===== config.mk =====
export PLATFORM = sky130hd
export DESIGN_NAME = shared_reg_arbiter
export DESIGN_NICKNAME = d
export VERILOG_FILES = /design/src/rtl/shared_reg_arbiter.sv
export SDC_FILE = /design/constraint.sdc
export NUM_CORES = 1
export LEC_CHECK = 0
export CORE_MARGIN = 1
export CORE_UTILIZATION = 39
export CTS_CLUSTER_DIAMETER = 150
export DETAILED_ROUTE_END_ITERATION = 6
export PLACE_DENSITY_LB_ADDON = 0.3
export SYNTH_ARGS = -nofsm -noshare
export SYNTH_HDL_FRONTEND = slang
export SYNTH_SLANG_ARGS = --single-unit

===== constraint.sdc =====
create_clock -name clk -period 1.73 [get_ports clk]
set_input_delay 0.346 -clock clk [delete_from_list [all_inputs] [get_ports clk]]
set_output_delay 0.346 -clock clk [all_outputs]
set_load 0.05 [all_outputs]

===== src/rtl/shared_reg_arbiter.sv =====
// shared_reg_arbiter: round-robin arbiter and write sequencer for one shared register
//   clk     - rising-edge clock
//   reset   - asynchronous, active-low reset
//   req     - per-requester ownership request
//   wdata   - requester i data on [i*WIDTH +: WIDTH]
//   gnt     - registered one-hot (or zero) grant to the current owner
//   q       - the shared register
//   owner   - index of the current or last owner
//   busy    - high while not IDLE
//   preempt - one-cycle pulse when a grant ends on the MAX_HOLD limit
module shared_reg_arbiter #(
    parameter int N_REQ    = 4,
    parameter int WIDTH    = 8,
    parameter int MAX_HOLD = 4
) (
    input  logic                   clk,
    input  logic                   reset,
    input  logic [N_REQ-1:0]       req,
    input  logic [N_REQ*WIDTH-1:0] wdata,
    output logic [N_REQ-1:0]       gnt,
    output logic [WIDTH-1:0]       q,
    output logic [2:0]             owner,
    output logic                   busy,
    output logic                   preempt
);
    typedef enum logic [1:0] {IDLE, GRANT, RELEASE} state_t;
    state_t           state_q;
    logic [2:0]       ptr_q;
    logic [3:0]       hold_q;
    logic [2:0]       win_d;
    logic [2:0]       idx;
    logic             found;
    logic             last_load;
    logic [7:0]       req_pad;
    logic [WIDTH-1:0] slice [8];
    // Padding to 8 entries lets the 3-bit owner index everything without width games.
    assign req_pad   = 8'(req);
    assign last_load = req_pad[owner] && hold_q == 4'(MAX_HOLD - 1);
    for (genvar g = 0; g < 8; g++) begin : g_slice
        if (g < N_REQ) begin : g_used
            assign slice[g] = wdata[g*WIDTH +: WIDTH];
        end else begin : g_unused
            assign slice[g] = '0;
        end
    end
    // First requester found scanning ptr, ptr+1, ... modulo N_REQ.
    always_comb begin
        win_d = '0;
        found = 1'b0;
        idx   = '0;
        for (int i = 0; i < N_REQ; i++) begin
            idx = 3'((int'(ptr_q) + i) % N_REQ);
            if (!found && req_pad[idx]) begin
                found = 1'b1;
                win_d = idx;
            end
        end
    end
    always_ff @(posedge clk or negedge reset) begin
        if (!reset) begin
            state_q <= IDLE;
            gnt     <= '0;
            q       <= '0;
            owner   <= '0;
            busy    <= 1'b0;
            preempt <= 1'b0;
            ptr_q   <= '0;
            hold_q  <= '0;
        end else begin
            case (state_q)
                IDLE: begin
                    if (found) begin
                        state_q <= GRANT;
                        gnt     <= N_REQ'(1) << win_d;
                        owner   <= win_d;
                        hold_q  <= '0;
                        busy    <= 1'b1;
                    end
                end
                GRANT: begin
                    if (req_pad[owner]) begin
                        q      <= slice[owner];
                        hold_q <= hold_q + 4'd1;
                    end
                    // A dropped request ends the grant voluntarily; only the limit preempts.
                    if (!req_pad[owner] || last_load) begin
                        state_q <= RELEASE;
                        gnt     <= '0;
                    end
                    preempt <= last_load;
                end
                RELEASE: begin
                    preempt <= 1'b0;
                    ptr_q   <= (owner == 3'(N_REQ - 1)) ? 3'd0 : owner + 3'd1;
                    state_q <= IDLE;
                    busy    <= 1'b0;
                end
                default: state_q <= IDLE;
            endcase
        end
    end
endmodule

# ---- Yosys cells after proc, flatten, opt, wreduce, memory -nomap -nowiden
# Cells that the tools add are included.
dict set report word_totals {
  regBits 25
  inputBits 38
  output_inout_bits 17
  elab_cells 87
}
dict set report classes {
  add_sub_neg 5
  n_lt_le_gt_ge 6
  n_eq_ne 7
  n_shift 1
  muxes 34
  bitwise 4
  reduce_logical 22
}
# cell count
set ops {}
lappend ops {{8-bit binary-select mux with 3-bit select} 1}
lappend ops {{3-bit by 4-bit < comparator with 1-bit output (second input constant)} 4}
lappend ops {{4-bit two-way mux} 4}
lappend ops {{8-bit two-way mux} 2}
lappend ops {{4-bit one-hot mux with 2 select lines} 2}
lappend ops {{1-bit binary-select mux with 3-bit select} 4}
lappend ops {{1-bit two-way mux} 10}
lappend ops {{3-bit two-way mux} 3}
lappend ops {{2-bit two-way mux} 4}
lappend ops {{2-bit AND reduction} 4}
lappend ops {{2-bit != test (second input constant)} 3}
lappend ops {{3-bit AND reduction} 2}
lappend ops {{2-bit nonzero test} 3}
lappend ops {{2-bit OR reduction} 3}
lappend ops {{2-bit by 1-bit adder with 2-bit output (second input constant)} 2}
lappend ops {{2-bit adder (second input constant)} 2}
lappend ops {{4-bit by 1-bit adder with 4-bit output (second input constant)} 1}
lappend ops {{4-bit by 2-bit equality test with 1-bit output (second input constant)} 1}
lappend ops {{4-bit >= comparator (second input constant)} 1}
lappend ops {{1-bit logical AND} 4}
lappend ops {{1-bit zero test} 4}
lappend ops {{2-bit by 4-bit < comparator with 1-bit output (second input constant)} 1}
lappend ops {{3-bit inverter with 4-bit output} 1}
lappend ops {{1-bit one-hot mux with 2 select lines} 2}
lappend ops {{9 further kinds} 11}

# ---- Logic depth before layout (Yosys ltp)
dict set report depth {
  word_depth 16
  ltp_mapped 7
  ltp_nobuf 6
}

# ---- Worst setup path after synthesis
# No wires, ideal clock.
dict set report synth_timing {
  kind {register -> register}
  startpoint {register owner[1]}
  endpoint {register state_q[1]}
  setup_ns 0.125
  t_arrival_ns 1.942
  required_ns 1.605
  slack_ns -0.337
  stages_incl_launch_ff 6
  path_buffers 1
  synth_period_minus_slack_ns 2.067
  cell_sequence {dfrtp_1 -> buf_2 -> mux4_2 -> and3_4 -> a21oi_1 -> mux2_2}
}
dict set report synth_between {
  elab_chain_cells 6
  word_cells_on_any_way 7
  classes_between {eq/ne (1); mux (2); reduce/logical (4)}
}
# element line
set synth_lines {}
lappend synth_lines {{start: declaration} 22} ;# output logic [2:0] owner,
lappend synth_lines {{start signal: assignment} 75} ;# owner <= win_d;
lappend synth_lines {{1-bit binary-select mux with 3-bit select (*)} {38, 86}}
lappend synth_lines {{1-bit two-way mux (not written as such) (*)} {38, 86}}
lappend synth_lines {{1-bit zero test / 1-bit logical AND (equally long branches)} {86, 38}}
lappend synth_lines {{1-bit logical OR (*)} 86} ;# if (!req_pad[owner] || last_load) begin
lappend synth_lines {{2-bit != test (no line) (*)} n/a}
lappend synth_lines {{2-bit AND reduction (no line) (*)} n/a}
lappend synth_lines {{end signal: assignment} 87} ;# state_q <= RELEASE;
lappend synth_lines {{end signal: assignment} 95} ;# state_q <= IDLE;
lappend synth_lines {{end signal: assignment} 98} ;# default: state_q <= IDLE;
lappend synth_lines {{end: declaration} 27} ;# state_t state_q;
# Mark *: on every way between the ends. The rest lies on a longest branch, timed or not. The select of a mux whose other input is x is not followed.
# A chain may end at the register's enable or synchronous reset.

# ---- Worst setup path after layout
dict set report layout_timing {
  startpoint {register hold_q[0]}
  endpoint {register gnt[0]}
}
dict set report layout_between {
  elab_chain_cells 5
}
# element line
set layout_lines {}
lappend layout_lines {{start: declaration} 29} ;# logic [3:0] hold_q;
lappend layout_lines {{start signal: assignment} 83} ;# hold_q <= hold_q + 4'd1;
lappend layout_lines {{4-bit by 2-bit equality test with 1-bit output} 38} ;# assign last_load = req_pad[owner] && hold_q == 4'(MAX_HOLD - 1);
lappend layout_lines {{1-bit logical AND} 38}
lappend layout_lines {{1-bit logical OR} 86}
lappend layout_lines {{2-bit != test (no line)} n/a}
lappend layout_lines {{3-bit AND reduction (no line)} n/a}
lappend layout_lines {{end signal: assignment} 74} ;# gnt <= N_REQ'(1) << win_d;
lappend layout_lines {{end: declaration} 20} ;# output logic [N_REQ-1:0] gnt,
# No other way between the ends.

==> results.sh <==
export IMPL_fmax_mhz=579
export IMPL_dp_hpwl_um=2880
export IMPL_yosysWarningCount=0
export IMPL_critical_path_max_fanout=4
export IMPL_power_total_mw=3.84
export IMPL_drv_slew=0
export IMPL_ant_nets=0
export IMPL_yosysTopAreaCell="dfrtp_1"
export IMPL_grt_use_met3_pct=2.01
export IMPL_core_um2=3420
export IMPL_first_global_vias=1299
export IMPL_period_share_pct=99.8
export IMPL_first_iter_violations=29
export IMPL_port_buffers=53
export IMPL_synthTopCellsByCount="24 x dfrtp_1, 11 x mux2_2, 9 x mux4_2"
export IMPL_grt_max_degree=25
export IMPL_layout_nets=238
export IMPL_firstDrtPassIters=4
export IMPL_power_density_nw_per_um2=1740
export IMPL_maxCapViolations=0
export IMPL_top_usage_layer="met2"
export IMPL_finalCriticalPeriod_ns=1.73
export IMPL_numCtsBuffers=3
export IMPL_htreeDepth=1
export IMPL_p_leak_nw=0.976
export IMPL_rsz0062_at_grt="yes"
export IMPL_p_comb_share_pct=64.2
export IMPL_multiInputGateArea_um2=788
export IMPL_die_area_um2=3900
export IMPL_antenna_found_initial=0
export IMPL_worstSetupPathType="reg2reg"
export IMPL_cts_tree="yes"
export IMPL_drc=0
export IMPL_critPathRequiredTime_ns=1.96
export IMPL_hold_viol_final=0
export IMPL_synth_flop_cell="dfrtp_1"
export IMPL_avgSynthCellArea_um2=12.1
export IMPL_syn_num_nets=162
export IMPL_grt_pass1_wl_um=6130
export IMPL_track_usage_pct=20.2
export IMPL_yosysUniqueCellTypes=35
export IMPL_cts_root_buf="clkbuf_4"
export IMPL_row_count=21
export IMPL_synthTopCellsByArea="dfrtp_1 42%, mux4_2 14%, mux2_2 8.7%"
export IMPL_syn_area_um2=1430
export IMPL_worstPathArrival_ns=1.95
export IMPL_use_met2_pct=38.3
export IMPL_synth_top_cell_area_share_pct=42.1
export IMPL_p_switching_mw=1.65
export IMPL_finClkSkew_ns=0.00517
export IMPL_wl_per_cell_um=15.3
export IMPL_max_clock_path_buffers=2
export IMPL_die_h_um=62.5
export IMPL_drive_gt1_share_pct=39.9
export IMPL_grt_overflow=0
export IMPL_synth_most_common_cell="dfrtp_1"
export IMPL_crit_path_end_kind="register"
export IMPL_internal_power_mw=2.19
export IMPL_fin_worst_hold_slack_ns=0.359
export IMPL_ys_ff_latch=24
export IMPL_grt_util_met1_pct=23.3
export IMPL_async_flop_share_pct=100
export IMPL_clk_pin_slew_ns=0.14
export IMPL_num_io_pins=55
export IMPL_critPathLaunchType="register"
export IMPL_place_congestion=0.844
export IMPL_synthCells=118
export IMPL_nFillCells=274
export IMPL_avgViaCountPerCell=5.33
export IMPL_worstSkewPairLatency_ns=0.32
export IMPL_p_seq_share_pct=24.9
export IMPL_synth_edf_count=0
export IMPL_die_w_um=62.5
export IMPL_setup_violations=0
export IMPL_start_util_pct=41.7
export IMPL_num_antenna_cells=0
export IMPL_status="finished, final reports clean"
export IMPL_yosysSeqAreaShare_pct=42.1
export IMPL_irDropWorstVdd_mv=0.972
export IMPL_pwr_share_clk_pct=10.8
export IMPL_cts_sinks=24
export IMPL_swShare_pct=42.9
export IMPL_finalWirelength_um=3660
export IMPL_final_seq_area_um2=603
export IMPL_hold_path_class="in2async"
export IMPL_area_delta_synth_final_pct=55.1
export IMPL_hold_buffers=0
export IMPL_num_vias=1274
layer usage:
metal,vias up,wire (um)
li1,593,-
met1,646,1410
met2,33,2100
met3,2,134
met4,0,19
met5,-,0
flip-flops by register name, summed over array words and instances (netlist names):
register,flops
busy,1
gnt,4
hold_q,4
owner,2
preempt,1
ptr_q,2
q,8
state_q,2
cell families after synthesis:
family	synth area share, %
AOI/OAI and AO/OA	12.2
and+or+nand+nor	10.6
DFF	42.1
xor gates and xnor gates	0.615
buffers and inverters	3.86
adders and majority gates	5.27
other	0.263
muxes	25.0
cell usage in the layout (no fill, tap or decap), types with 2 or more instances in the layout:
cell type        netlist  layout
mux2i_1                3       2
dfrtp_1               24      22
buf_12                 0       2
inv_1                  5       5
nand3_1                4       4
mux2_2                11      10
mux4_2                 9       9
ha_2                   0       2
nor2_1                 8       8
dfrtp_2                0       2
clkdlybuf4s50_1        0      33
dlygate4sd2_1          0       4
a21oi_1                4       3
o21a_1                 2       2
o21ai_0                8       8
ha_1                   6       4
clkbuf_4               0       3
a32o_1                 4       4
nand2b_1               2       2
buf_4                  1      38
or2_2                  2       2
nand2_1                4       4
final timing paths:
kind | endpoint | startpoint | slack (ns) | cells after the start
max | gnt[0] | hold_q[0] | 0.004 | 5
min | gnt[0] | reset | 0.36 | 2
max reg2reg | gnt[0] | hold_q[0] | 0.004 | 5
min reg2reg | gnt[3] | gnt[3] | 0.52 | 1
max in group asynchronous | owner[0] | reset | 1.10 | 2
min in group clk | gnt[3] | gnt[3] | 0.52 | 1
critical path, cell delays in order (launching register included):
cell and delay [ns]:
dfrtp_1 0.40, ha_2 0.19, or3b_4 0.38, and3_4 0.20
or2_4 0.24, a32o_1 0.22
final cells by class:
class,count,share of cell area (%)
inverters,5,0.849
clock inverters,1,1.36
clock buffers,3,1.02
multi-input cells,83,35.7
flip-flops and latches,24,27.3
repair buffers,77,31.2
well taps,46,2.60
power by group through the flow:
stage | Sequential [mW] | Combinational, mW | Clock (mW)
detailed placement | 0.971 | 2.41 | 0
global placement | 0.955 | 2.35 | 0
global route | 0.997 | 2.64 | 0.448
floorplan | 1.49 | 1.06 | 0
CTS | 0.958 | 2.45 | 0.426
finish | 0.958 | 2.47 | 0.416
timing repair:
action / 4_1_cts / 5_1_grt
pin swaps: 2 / 3
buffers inserted: 2 / 2
endpoints found under the setup margin: 6 / 7
gates resized for setup: 7 / 2
stage by stage:
stage               setup WS [ns]  TNS (ns)  instances  area [um^2]  util, %
floorplan                  -0.165     -1.17        118         1430        -
global placement           -0.345     -5.54        231         2120     62.0
detailed placement         -0.390     -6.42        231         2120     62.0
CTS                        0.0186         0        237         2190     64.1
global route              -0.0477    -0.187        239         2210     64.7
finish                    0.00427         0        239         2210     64.7
Power figures use the tool's default switching activity.
==> variant 1, RTL diff (config.mk and constraints unchanged) <==
Change the parameter `N_REQ` from 4 to 8.
--- a/src/rtl/shared_reg_arbiter.sv
+++ b/src/rtl/shared_reg_arbiter.sv
@@ -9,7 +9,7 @@
 //   busy    - high while not IDLE
 //   preempt - one-cycle pulse when a grant ends on the MAX_HOLD limit
 module shared_reg_arbiter #(
-    parameter int N_REQ    = 4,
+    parameter int N_REQ    = 8,
     parameter int WIDTH    = 8,
     parameter int MAX_HOLD = 4
 ) (
Interface: changed (resized gnt, req and wdata); port bits go from 55 to 95. The function was not compared with the original's and may differ.
==> variant 1 against the unedited design <==
The run now ends with negative setup slack left. Setup slack lost 0.87 ns. Via count grew 110%. Wire length grew 120%. Highest routed layer unchanged. Critical endpoint is now gnt[7]$_DFFE_PN0P_. Sequential share of layout area shrank 11 points. Sequential power grew 29%. Power grew to 2.5 times the old value. Sequential cell count grew 6. Synthesized area grew 92%. Final area grew 110%.
==> variant 1: results (changes against the unedited design) <==
[grt]
grt_usage_pct = 22.3  ; +2.1 points
grt_pass1_vias = 2741  ; +110%

[cts]
cts_buffers = 5  ; +2
cts.sinks = 30  ; +25%
clk_pin_slew_ns = 0.07  ; -0.07 ns

[critical_path]
r2r_cells = 9  ; +4
arrival_ns = 2.76  ; +0.81 ns
r2r_end = gnt[7]$_DFFE_PN0P_

[routing]
wl_per_cell_um = 15.8  ; +3.2%
vias_per_cell = 5.35  ; +0.40%

[final_layout]
regArea_um2 = 754  ; +25%
clockNetworkAreaShare_pct = 2.57  ; +0.19 points
multi_input_area_share_pct = 44.9  ; +9.3 points
comb.multi_input.count = 194  ; +130%

[yosys]
syn_nets = 330  ; +100%
syn_inst = 248  ; +110%
yosys-top-cells-count = 30 x dfrtp_1, 26 x mux4_2, 25 x nand2_1

[timing]
final.setup.worst_slack_ns = -0.864  ; -0.868 ns
setup-violations-final = 24  ; +24
timing.hold.ws_ns = 0.445  ; +0.0854 ns
fin_skew_ns = 0.00938  ; +0.00421 ns

[run_status]
outcome = complete, but fails checks
violations = negative setup slack

[placement]
port_buffers = 94  ; +77%
pre_cts_slack_ns = -1.25  ; -0.863 ns

[power_and_ir_drop]
powerClk_uw = 726  ; +75%

variant 1: changes by cell type after synthesis, moves of 4 or more:
cell,change
nand2_1,+21
mux4_2,+17
mux2i_1,+15
o21ai_0,+8
dfrtp_1,+6
mux2_2,-5
xnor2_1,+5
buf_2,+4
inv_1,+4
nor2b_1,+4
o21ai_1,+4
variant 1: kinds of logic after synthesis:
| kind of cell | Yosys count | synth area share, % |
|---|---|---|
| flops | 30 | 27.5 |
| buf+inv | 24 | 4.40 |
| mux | 55 | 33.6 |
| xor+xnor | 9 | 2.89 |
| compound gates | 60 | 16.7 |
| simple gates | 62 | 11.3 |
| fa+ha+maj | 8 | 3.66 |
variant 1: layer usage:
metal / share of wire (%) / global-route usage (%) / up-vias
li1: - / - / 1270
met1: 42 / 29.1 / 1318
met2: 52 / 38.2 / 80
met3: 4.9 / 4.72 / 8
met4: 0.85 / 5.15 / 0
met5: 0 / 0 / -
==> variant 2, RTL diff (same flow settings) <==
Made on the original files. Re-encode `state_t` (3 states) as one-hot, 3 bits wide.
--- a/src/rtl/shared_reg_arbiter.sv
+++ b/src/rtl/shared_reg_arbiter.sv
@@ -23,7 +23,7 @@
     output logic                   busy,
     output logic                   preempt
 );
-    typedef enum logic [1:0] {IDLE, GRANT, RELEASE} state_t;
+    typedef enum logic [2:0] {IDLE = 3'b001, GRANT = 3'b010, RELEASE = 3'b100} state_t;
     state_t           state_q;
     logic [2:0]       ptr_q;
     logic [3:0]       hold_q;
Formal check against the unedited RTL: same outputs for any inputs over 10 cycles, from zero or initial values and one cycle with reset low; not proved beyond that.
==> variant 2 against the unedited design <==
Final area decreased by 8.6%. Wire length is 9.4% lower. Maximum frequency up 7.2%. Sequential cell count grew 1. Synthesized area is 4.0% lower. Sequential share of layout area grew 3.9 points. Global-route usage is 1.5 points lower. Register-to-register slack better by 0.13 ns. Setup slack improved by 0.12 ns. Power shrank 14%. Critical path type is now input port to register.
==> variant 2: results (changes against the unedited design) <==
[routing]
vias_per_cell = 5.28  ; -0.88%
wl_per_cell_um = 15.0  ; -2.4%
drt_iter0_drc = 16  ; -45%

[critical_path]
slowest_stage = mux4_2
cpPeakStageDelay_ns = 0.54  ; +0.14 ns
path_max_fanout = 9  ; +5
r2r_cells = 3  ; -2

[grt]
grt_pass1_wl_mm = 4.99  ; -19%
grt_max_degree = 26  ; +4.0%
grt_usage_pct = 18.7  ; -1.5 points
grt_pass1_vias = 1105  ; -15%

[yosys]
ys_seq_area_share_pct = 45.8  ; +3.7 points
synth_compound_area_share_pct = 10.4  ; -1.8 points
yosys-top-cells-count = 24 x dfrtp_1, 10 x nand3_1, 9 x mux4_2, 9 x o21ai_0, 8 x mux2_2
synth_cell_types = 33  ; -5.7%
syn_nets = 155  ; -4.3%
syn_avg_cell_area_um2 = 11.9  ; -1.5%

[final_layout]
multi_input_area_um2 = 686  ; -13%
drive_above_1_share_pct = 31.3  ; -8.6 points
buffer_area_share_pct = 29.8  ; -1.4 points
seq-cell-share_pct = 31.1  ; +3.9 points
regArea_um2 = 629  ; +4.4%
comb.multi_input.count = 80  ; -3.6%
clockNetworkAreaShare_pct = 1.49  ; -0.89 points

[power_and_ir_drop]
p_int_uw = 1790  ; -18%
fin_total_pwr_uw = 3310  ; -14%
ir_worst_vdd_v = 0.000898  ; -7.6%
p_leak_uw = 0.000856  ; -12%
p_clk_share_pct = 8.2  ; -2.6 points

[placement]
dp_cells = 218  ; -5.6%
gp_congestion = 0.753  ; -11%
pre_cts_slack_ns = -0.268  ; +0.122 ns

[run_status]
outcome = finished clean

## variant 2: worst reg2reg max path, stage by stage, from the launching register on
cell     delay [ns]
dfrtp_2        0.41
mux4_2         0.57
nand3_4        0.16
mux2_2         0.36
## variant 2: path summary, 6_finish.rpt
kind / slack [ns] / to / start
max in group asynchronous: 1.08 / state_q[0]$_DFFE_PN1P_ / reset
min in group clk: 0.52 / gnt[3]$_DFFE_PN0P_ / gnt[3]$_DFFE_PN0P_
worst max register to register: 0.13 / q[7]$_DFFE_PN0P_ / owner[0]$_DFFE_PN0P_
worst min register to register: 0.52 / gnt[3]$_DFFE_PN0P_ / gnt[3]$_DFFE_PN0P_
worst max-delay path: 0.12 / q[7]$_DFFE_PN0P_ / req[2]
worst min-delay path: 0.36 / hold_q[3]$_DFFE_PN0P_ / reset
## variant 2: routing by layer
layer	part of all wire [%]	vias to the layer above	track usage (%)
met2	53	36	34.0
met1	41	580	22.2
met5	0	-	0
met4	0.45	0	6.82
li1	-	555	-
met3	5.0	2	2.94
